`src/rtl/lsu_vq.sv`:
```
`default_nettype none
// ============================================================================
// Module   : lsu_vq
// Purpose  : Dirty-victim FIFO between D$ eviction and memory write-back. It
//            coalesces re-evictions and serves load lookups from queued lines.
// Revision : 1.0 - initial release
// ============================================================================
module lsu_vq #(
  parameter int OPTN_DATA_WIDTH   = 32,
  parameter int OPTN_ADDR_WIDTH   = 32,
  parameter int OPTN_DC_LINE_SIZE = 32,
  parameter int OPTN_VQ_DEPTH     = 4
) (
  input  logic                             clk,
  input  logic                             rst,
  input  logic                             i_victim_en,
  input  logic [OPTN_ADDR_WIDTH-1:0]       i_victim_addr,
  input  logic [OPTN_DC_LINE_SIZE*8-1:0]   i_victim_data,
  output logic                             o_full,
  output logic                             o_empty,
  input  logic                             i_lookup_en,
  input  logic [OPTN_ADDR_WIDTH-1:0]       i_lookup_addr,
  output logic                             o_lookup_hit,
  output logic [OPTN_DATA_WIDTH-1:0]       o_lookup_data,
  output logic                             o_wb_valid,
  output logic [OPTN_ADDR_WIDTH-1:0]       o_wb_addr,
  output logic [OPTN_DC_LINE_SIZE*8-1:0]   o_wb_data,
  input  logic                             i_wb_ready
);

  localparam int DC_LINE_WIDTH = OPTN_DC_LINE_SIZE * 8;
  localparam int OFS           = $clog2(OPTN_DC_LINE_SIZE);
  localparam int WOFS          = $clog2(OPTN_DATA_WIDTH / 8);
  localparam int WIDX_W        = OFS - WOFS;
  localparam int WORDS         = DC_LINE_WIDTH / OPTN_DATA_WIDTH;
  localparam int PTR_W         = $clog2(OPTN_VQ_DEPTH);
  localparam int CNT_W         = PTR_W + 1;

  typedef enum logic [0:0] {
    S_IDLE  = 1'b0,
    S_DRAIN = 1'b1
  } state_t;

  state_t                     r_state;
  logic [OPTN_VQ_DEPTH-1:0]   r_valid;
  logic [OPTN_ADDR_WIDTH-1:0] r_addr [OPTN_VQ_DEPTH];
  logic [DC_LINE_WIDTH-1:0]   r_data [OPTN_VQ_DEPTH];
  logic [PTR_W-1:0]           r_head;
  logic [PTR_W-1:0]           r_tail;
  logic [CNT_W-1:0]           r_count;

  logic [OPTN_ADDR_WIDTH-1:0] w_victim_line;
  logic                       w_coal_hit;
  logic [PTR_W-1:0]           w_coal_idx;
  logic                       w_coal_wr;
  logic                       w_alloc;
  logic                       w_xfer;
  logic [CNT_W-1:0]           w_count_nxt;
  logic                       w_lk_hit;
  logic [PTR_W-1:0]           w_lk_idx;
  logic [WIDX_W-1:0]          w_word;
  logic                       w_unused_ok;

  assign w_victim_line = {i_victim_addr[OPTN_ADDR_WIDTH-1:OFS], {OFS{1'b0}}};
  assign w_word        = i_lookup_addr[OFS-1:WOFS];
  assign w_unused_ok   = ^{i_victim_addr, i_lookup_addr};

  assign o_full     = (r_count == CNT_W'(OPTN_VQ_DEPTH));
  assign o_empty    = (r_count == '0);
  assign o_wb_valid = (r_state == S_DRAIN);
  assign o_wb_addr  = o_wb_valid ? r_addr[r_head] : '0;
  assign o_wb_data  = o_wb_valid ? r_data[r_head] : '0;

  // The presented head is never a coalesce target, so its data stays stable.
  always_comb begin
    w_coal_hit = 1'b0;
    w_coal_idx = '0;
    for (int i = 0; i < OPTN_VQ_DEPTH; i++) begin
      if (r_valid[i] && (r_addr[i] == w_victim_line) &&
          !((r_state == S_DRAIN) && (PTR_W'(i) == r_head))) begin
        w_coal_hit = 1'b1;
        w_coal_idx = PTR_W'(i);
      end
    end
  end

  assign w_coal_wr = i_victim_en && w_coal_hit;
  assign w_alloc   = i_victim_en && !w_coal_hit && !o_full;
  assign w_xfer    = o_wb_valid && i_wb_ready;

  always_comb begin
    case ({w_alloc, w_xfer})
      2'b10:   w_count_nxt = r_count + CNT_W'(1);
      2'b01:   w_count_nxt = r_count - CNT_W'(1);
      default: w_count_nxt = r_count;
    endcase
  end

  // Walk from head towards tail so the youngest matching line wins.
  always_comb begin
    logic [PTR_W-1:0] idx;
    w_lk_hit = 1'b0;
    w_lk_idx = '0;
    idx      = '0;
    for (int k = 0; k < OPTN_VQ_DEPTH; k++) begin
      idx = r_head + PTR_W'(k);
      if (r_valid[idx] &&
          (r_addr[idx][OPTN_ADDR_WIDTH-1:OFS] == i_lookup_addr[OPTN_ADDR_WIDTH-1:OFS])) begin
        w_lk_hit = 1'b1;
        w_lk_idx = idx;
      end
    end
  end

  always_comb begin
    o_lookup_hit  = i_lookup_en && w_lk_hit;
    o_lookup_data = '0;
    if (o_lookup_hit) begin
      for (int w = 0; w < WORDS; w++) begin
        if (WIDX_W'(w) == w_word)
          o_lookup_data = r_data[w_lk_idx][w*OPTN_DATA_WIDTH +: OPTN_DATA_WIDTH];
      end
    end
  end

  always_ff @(posedge clk or posedge rst) begin
    if (rst) begin
      r_state <= S_IDLE;
      r_valid <= '0;
      r_head  <= '0;
      r_tail  <= '0;
      r_count <= '0;
      for (int i = 0; i < OPTN_VQ_DEPTH; i++) begin
        r_addr[i] <= '0;
        r_data[i] <= '0;
      end
    end else begin
      if (w_coal_wr)
        r_data[w_coal_idx] <= i_victim_data;
      // Allocation never lands on the head: tail==head only when empty or full.
      if (w_alloc) begin
        r_valid[r_tail] <= 1'b1;
        r_addr[r_tail]  <= w_victim_line;
        r_data[r_tail]  <= i_victim_data;
        r_tail          <= r_tail + PTR_W'(1);
      end
      if (w_xfer) begin
        r_valid[r_head] <= 1'b0;
        r_head          <= r_head + PTR_W'(1);
      end
      r_count <= w_count_nxt;
      case (r_state)
        S_IDLE:  if (w_alloc) r_state <= S_DRAIN;
        S_DRAIN: if (w_xfer && (r_count == CNT_W'(1)) && !w_alloc) r_state <= S_IDLE;
        default: r_state <= S_IDLE;
      endcase
    end
  end

endmodule
`default_nettype wire

```
`config.mk`:
```
export PLATFORM = sky130hd
export DESIGN_NAME = lsu_vq
export DESIGN_NICKNAME = d
export VERILOG_FILES = /design/src/rtl/lsu_vq.sv
export SDC_FILE = /design/constraint.sdc
export NUM_CORES = 2
export LEC_CHECK = 0
export BUFFER_PORTS_ARGS = -buffer_cell sky130_fd_sc_hd__clkbuf_2
export CAP_MARGIN = 20
export CORE_MARGIN = 5
export CORE_UTILIZATION = 51
export DETAILED_ROUTE_END_ITERATION = 10
export PLACE_DENSITY = 0.7
export SKIP_CTS_REPAIR_TIMING = 1
export SLEW_MARGIN = 10
export SYNTH_ARGS = -nofsm -noshare
export SYNTH_HDL_FRONTEND = slang
export SYNTH_SLANG_ARGS = --single-unit
```
`constraint.sdc`:
```
create_clock -name clk -period 97.9 [get_ports clk]
set_clock_uncertainty 0.2 [all_clocks]
set_input_delay 0 -clock clk [delete_from_list [all_inputs] [get_ports clk]]
set_output_delay 0 -clock clk [all_outputs]
set_load 0.02 [all_outputs]
```
==> reports/qor.yml <==
finalWirelength_um: 251000
hold_path.class: "input port to flop"
final_area_sq_mm: 0.0809
startpoint_type: "flop"
yosysUniqueCellTypes: 83
yosys-mux-area-fraction_pct: 34.2
sequential_cell_area_sq_mm: 0.0286
period_share_pct: 10.6
synth-edff-count: 0
worst_setup_path_category: "flop to output port"
detailroute.via_count: 54500
maximum_vdd_drop_v: 0.0000313
cellLeakagePower_nw: 33.5
grt_start_max_net_pins: 181
worst_path_clk_slew_ns: 0.06
synth_top_area_share_pct: 42.8
power_spent_charging_and_discharging_nets_mw: 1.39
seqPwrFrac_pct: 29.8
synth_top_family_by_area: "multiplexers"
worst_slew_pin_slew_ns: 1.14
ctsLongestPathBuffers: 3
placement_rows: 133
violated_checks: "negative hold slack"
num-fill-cells: 10400
dominantRegCellSynth: "dfrtp_1"
num-nets-final: 6930
clock_tree_from_tritoncts: "built"
number_of_vias_per_cell: 6.43
synthesis.instances: 5663
design.portCount: 649
drtPass1Iterations: 6
drc: 0
comb_power_share_pct: 54.9
clock.fmax_mhz: 96.1
drive_above_1_share_pct: 36.9
clk_root_buffer_cell: "clkbuf_16"
yosysTopAreaCell: "dfrtp_1"
finalSetupViolCount: 0
sequential_element_share_of_the_synthesized_area_pct: 42.8
grt_use_total_pct: 34.6
power_density_mw_per_mm2: 39.4
drt_iter0_markers: 6590
number_of_global_route_vias_before_repair: 50500
required_ns: 97.70
syn_area_per_cell_sq_um: 11.8
yosysWarningCount: 0
synth_adder_area_share_pct: 0.243
area_growth_pct: 21.0
maxCapViolations: 0
antenna_left: 0
post_synth_and_or_nand_nor_area_fraction_pct: 8.84
coreArea_sq_mm: 0.131
worst-endpoint-arrival_ns: 10.21
finalHoldViolations: 10
grt_setup_unrepaired: "no"
clk_latency_ns: 0.79
fp.dieW_um: 372
switching_share_pct: 43.7
wl_per_cell_um: 29.5
outcome: "finished, violations left"
die_y_um: 372
post_synth_most_frequent_cells: "mux2_2, dfrtp_1, nand2_1, clkbuf_1, mux4_2"
globalRouteOverflowTotal: 0
synth_seq_cells: 1144
relSlewSlack_pct: 24.1
clkPwrFrac_pct: 15.3
asr_flop_ratio_synth_pct: 100
final_worst_hold_slack_ns: -0.0219
worst_r2r_path_depth: 12
gp_congestion: 1.01
fraction_of_the_mapped_netlist_area_in_compound_gates_pct: 7.75
path_max_fanout: 52
cell_types_with_the_largest_area_share_after_synthesis: "dfrtp_1, mux2_2, mux4_2"
finalCriticalPeriod_ns: 10.41
htree_num_levels: 4
antenna_violations_before_repair: 54
synth_xor_xnor_area_share_pct: 2.53
placement.cell_area_sq_mm: 0.0711
syn_area_sq_mm: 0.0669
grt_first_pass_wirelength_um: 354000
numClockSinks: 1144
numPortBuffers: 636
hpwlAfterDp_um: 167000
die-area_sq_mm: 0.139
yosysMostFrequentCell: "mux2_2"
finalMaxSlewViolations: 0
internal-power_mw: 1.79
holdPathStages: 3
initial_core_util_pct: 51.1
multiInputGateArea_sq_mm: 0.0360
worstSetupEndpointType: "output port"
fin_setup_tns_ns: 0
tritoncts.num_buffers: 133
-- kinds of logic after synthesis --
| group | after synthesis |
|---|---|
| AO/OA/AOI/OAI | 784 |
| XOR/XNOR | 193 |
| adder cells (fa/ha/maj) | 13 |
| buffers and inverters | 568 |
| flip-flops | 1144 |
| multiplexers | 1743 |
| other | 1 |
| AND/OR/NAND/NOR | 1217 |
-- critical path, stage by stage (launching register included) --
cell,delay [ns]
dfrtp_4,0.97
inv_2,0.56
ha_4,0.63
buf_4,0.74
mux2_2,0.46
a222oi_1,0.36
or3b_1,0.43
a221oi_2,0.33
nand4_1,0.31
o221ai_1,0.20
a21boi_2,0.09
buf_4,0.23
a21oi_4,0.71
buf_4,0.64
buf_4,0.53
nand2_1,0.09
buf_4,0.27
o21ai_0,0.90
a32oi_1,0.31
o21ai_1,0.31
clkbuf_2,0.22
-- flip-flops by register name, indices dropped and copies added, names as in the netlist --
| register | cells |
|---|---|
| r_data | 1024 |
| r_addr | 108 |
| r_valid | 4 |
| r_count | 3 |
| r_head | 2 |
| r_tail | 2 |
| o_wb_valid | 1 |
-- path summary, 6_finish.rpt --
check / slack, ns / start / end
hold / removal: -0.02 / i_victim_data[53] / r_data[565]
hold reg to reg: 0.32 / r_data[331] / r_data[331]
min in group asynchronous: 0.27 / rst / r_data[470]
max in group asynchronous: 93.16 / rst / r_data[5]
setup reg to reg: 89.89 / r_head[1] / r_data[402]
setup / recovery: 87.49 / r_head[1] / o_lookup_data[16]
-- metrics by stage --
step / power [mW] / hold WS (ns) / worst slack, ns / util (%) / cells
6_report: 3.19 / -0.0219 / 87.49 / 61.8 / 8485
2_1_floorplan: 2.10 / -0.0832 / 65.48 / - / 5667
5_1_grt: 3.33 / -0.0288 / 87.04 / 61.8 / 8462
3_5_place_dp: 2.65 / -0.0342 / 88.38 / 54.3 / 7661
3_3_place_gp: 2.61 / -0.0458 / 88.36 / 54.3 / 7660
4_1_cts: 3.14 / -0.896 / 87.50 / 57.5 / 7893
-- per-layer routing --
metal | GRT usage (%) | wire (um) | vias to the layer above
met2 | 50.1 | 111000 | 2983
met5 | 0 | 164 | -
met4 | 19.2 | 15000 | 24
met3 | 10.1 | 25200 | 594
li1 | - | - | 22800
met1 | 47.0 | 99200 | 28100
-- cell type report --
cell class	instances	share of cell area, %
diodes	41	0.127
clock buffers	193	4.73
clock inverters	39	0.473
inverters	83	0.394
multi-input cells	3955	44.4
flip-flops and latches	1144	35.4
well taps	1755	2.71
repair buffers	1275	11.7
-- cells in the final DEF, fill, tap and decap left out, drive strengths merged, types with 57 or more instances in the layout --
| cell | instances |
|---|---|
| mux2i | 250 |
| nand3 | 57 |
| clkbuf | 830 |
| xnor2 | 115 |
| and2 | 289 |
| dlygate4sd3 | 546 |
| nand2 | 400 |
| inv | 88 |
| mux2 | 1176 |
| xor2 | 78 |
| a211oi | 88 |
| nor3 | 82 |
| mux4 | 317 |
| buf | 92 |
| a21oi | 145 |
| o21ai | 226 |
| dfrtp | 1144 |
| nor2 | 236 |
-- power by group through the flow --
| stage | combinational [mW] | clock [mW] | sequential (mW) |
|---|---|---|---|
| 6_report | 1.75 | 0.488 | 0.951 |
| 2_1_floorplan | 1.23 | 0 | 0.863 |
| 4_1_cts | 1.71 | 0.492 | 0.936 |
| 3_5_place_dp | 1.70 | 0 | 0.943 |
| 5_1_grt | 1.84 | 0.513 | 0.976 |
| 3_3_place_gp | 1.69 | 0 | 0.924 |
Note: power is estimated with default switching activity, not from simulation.
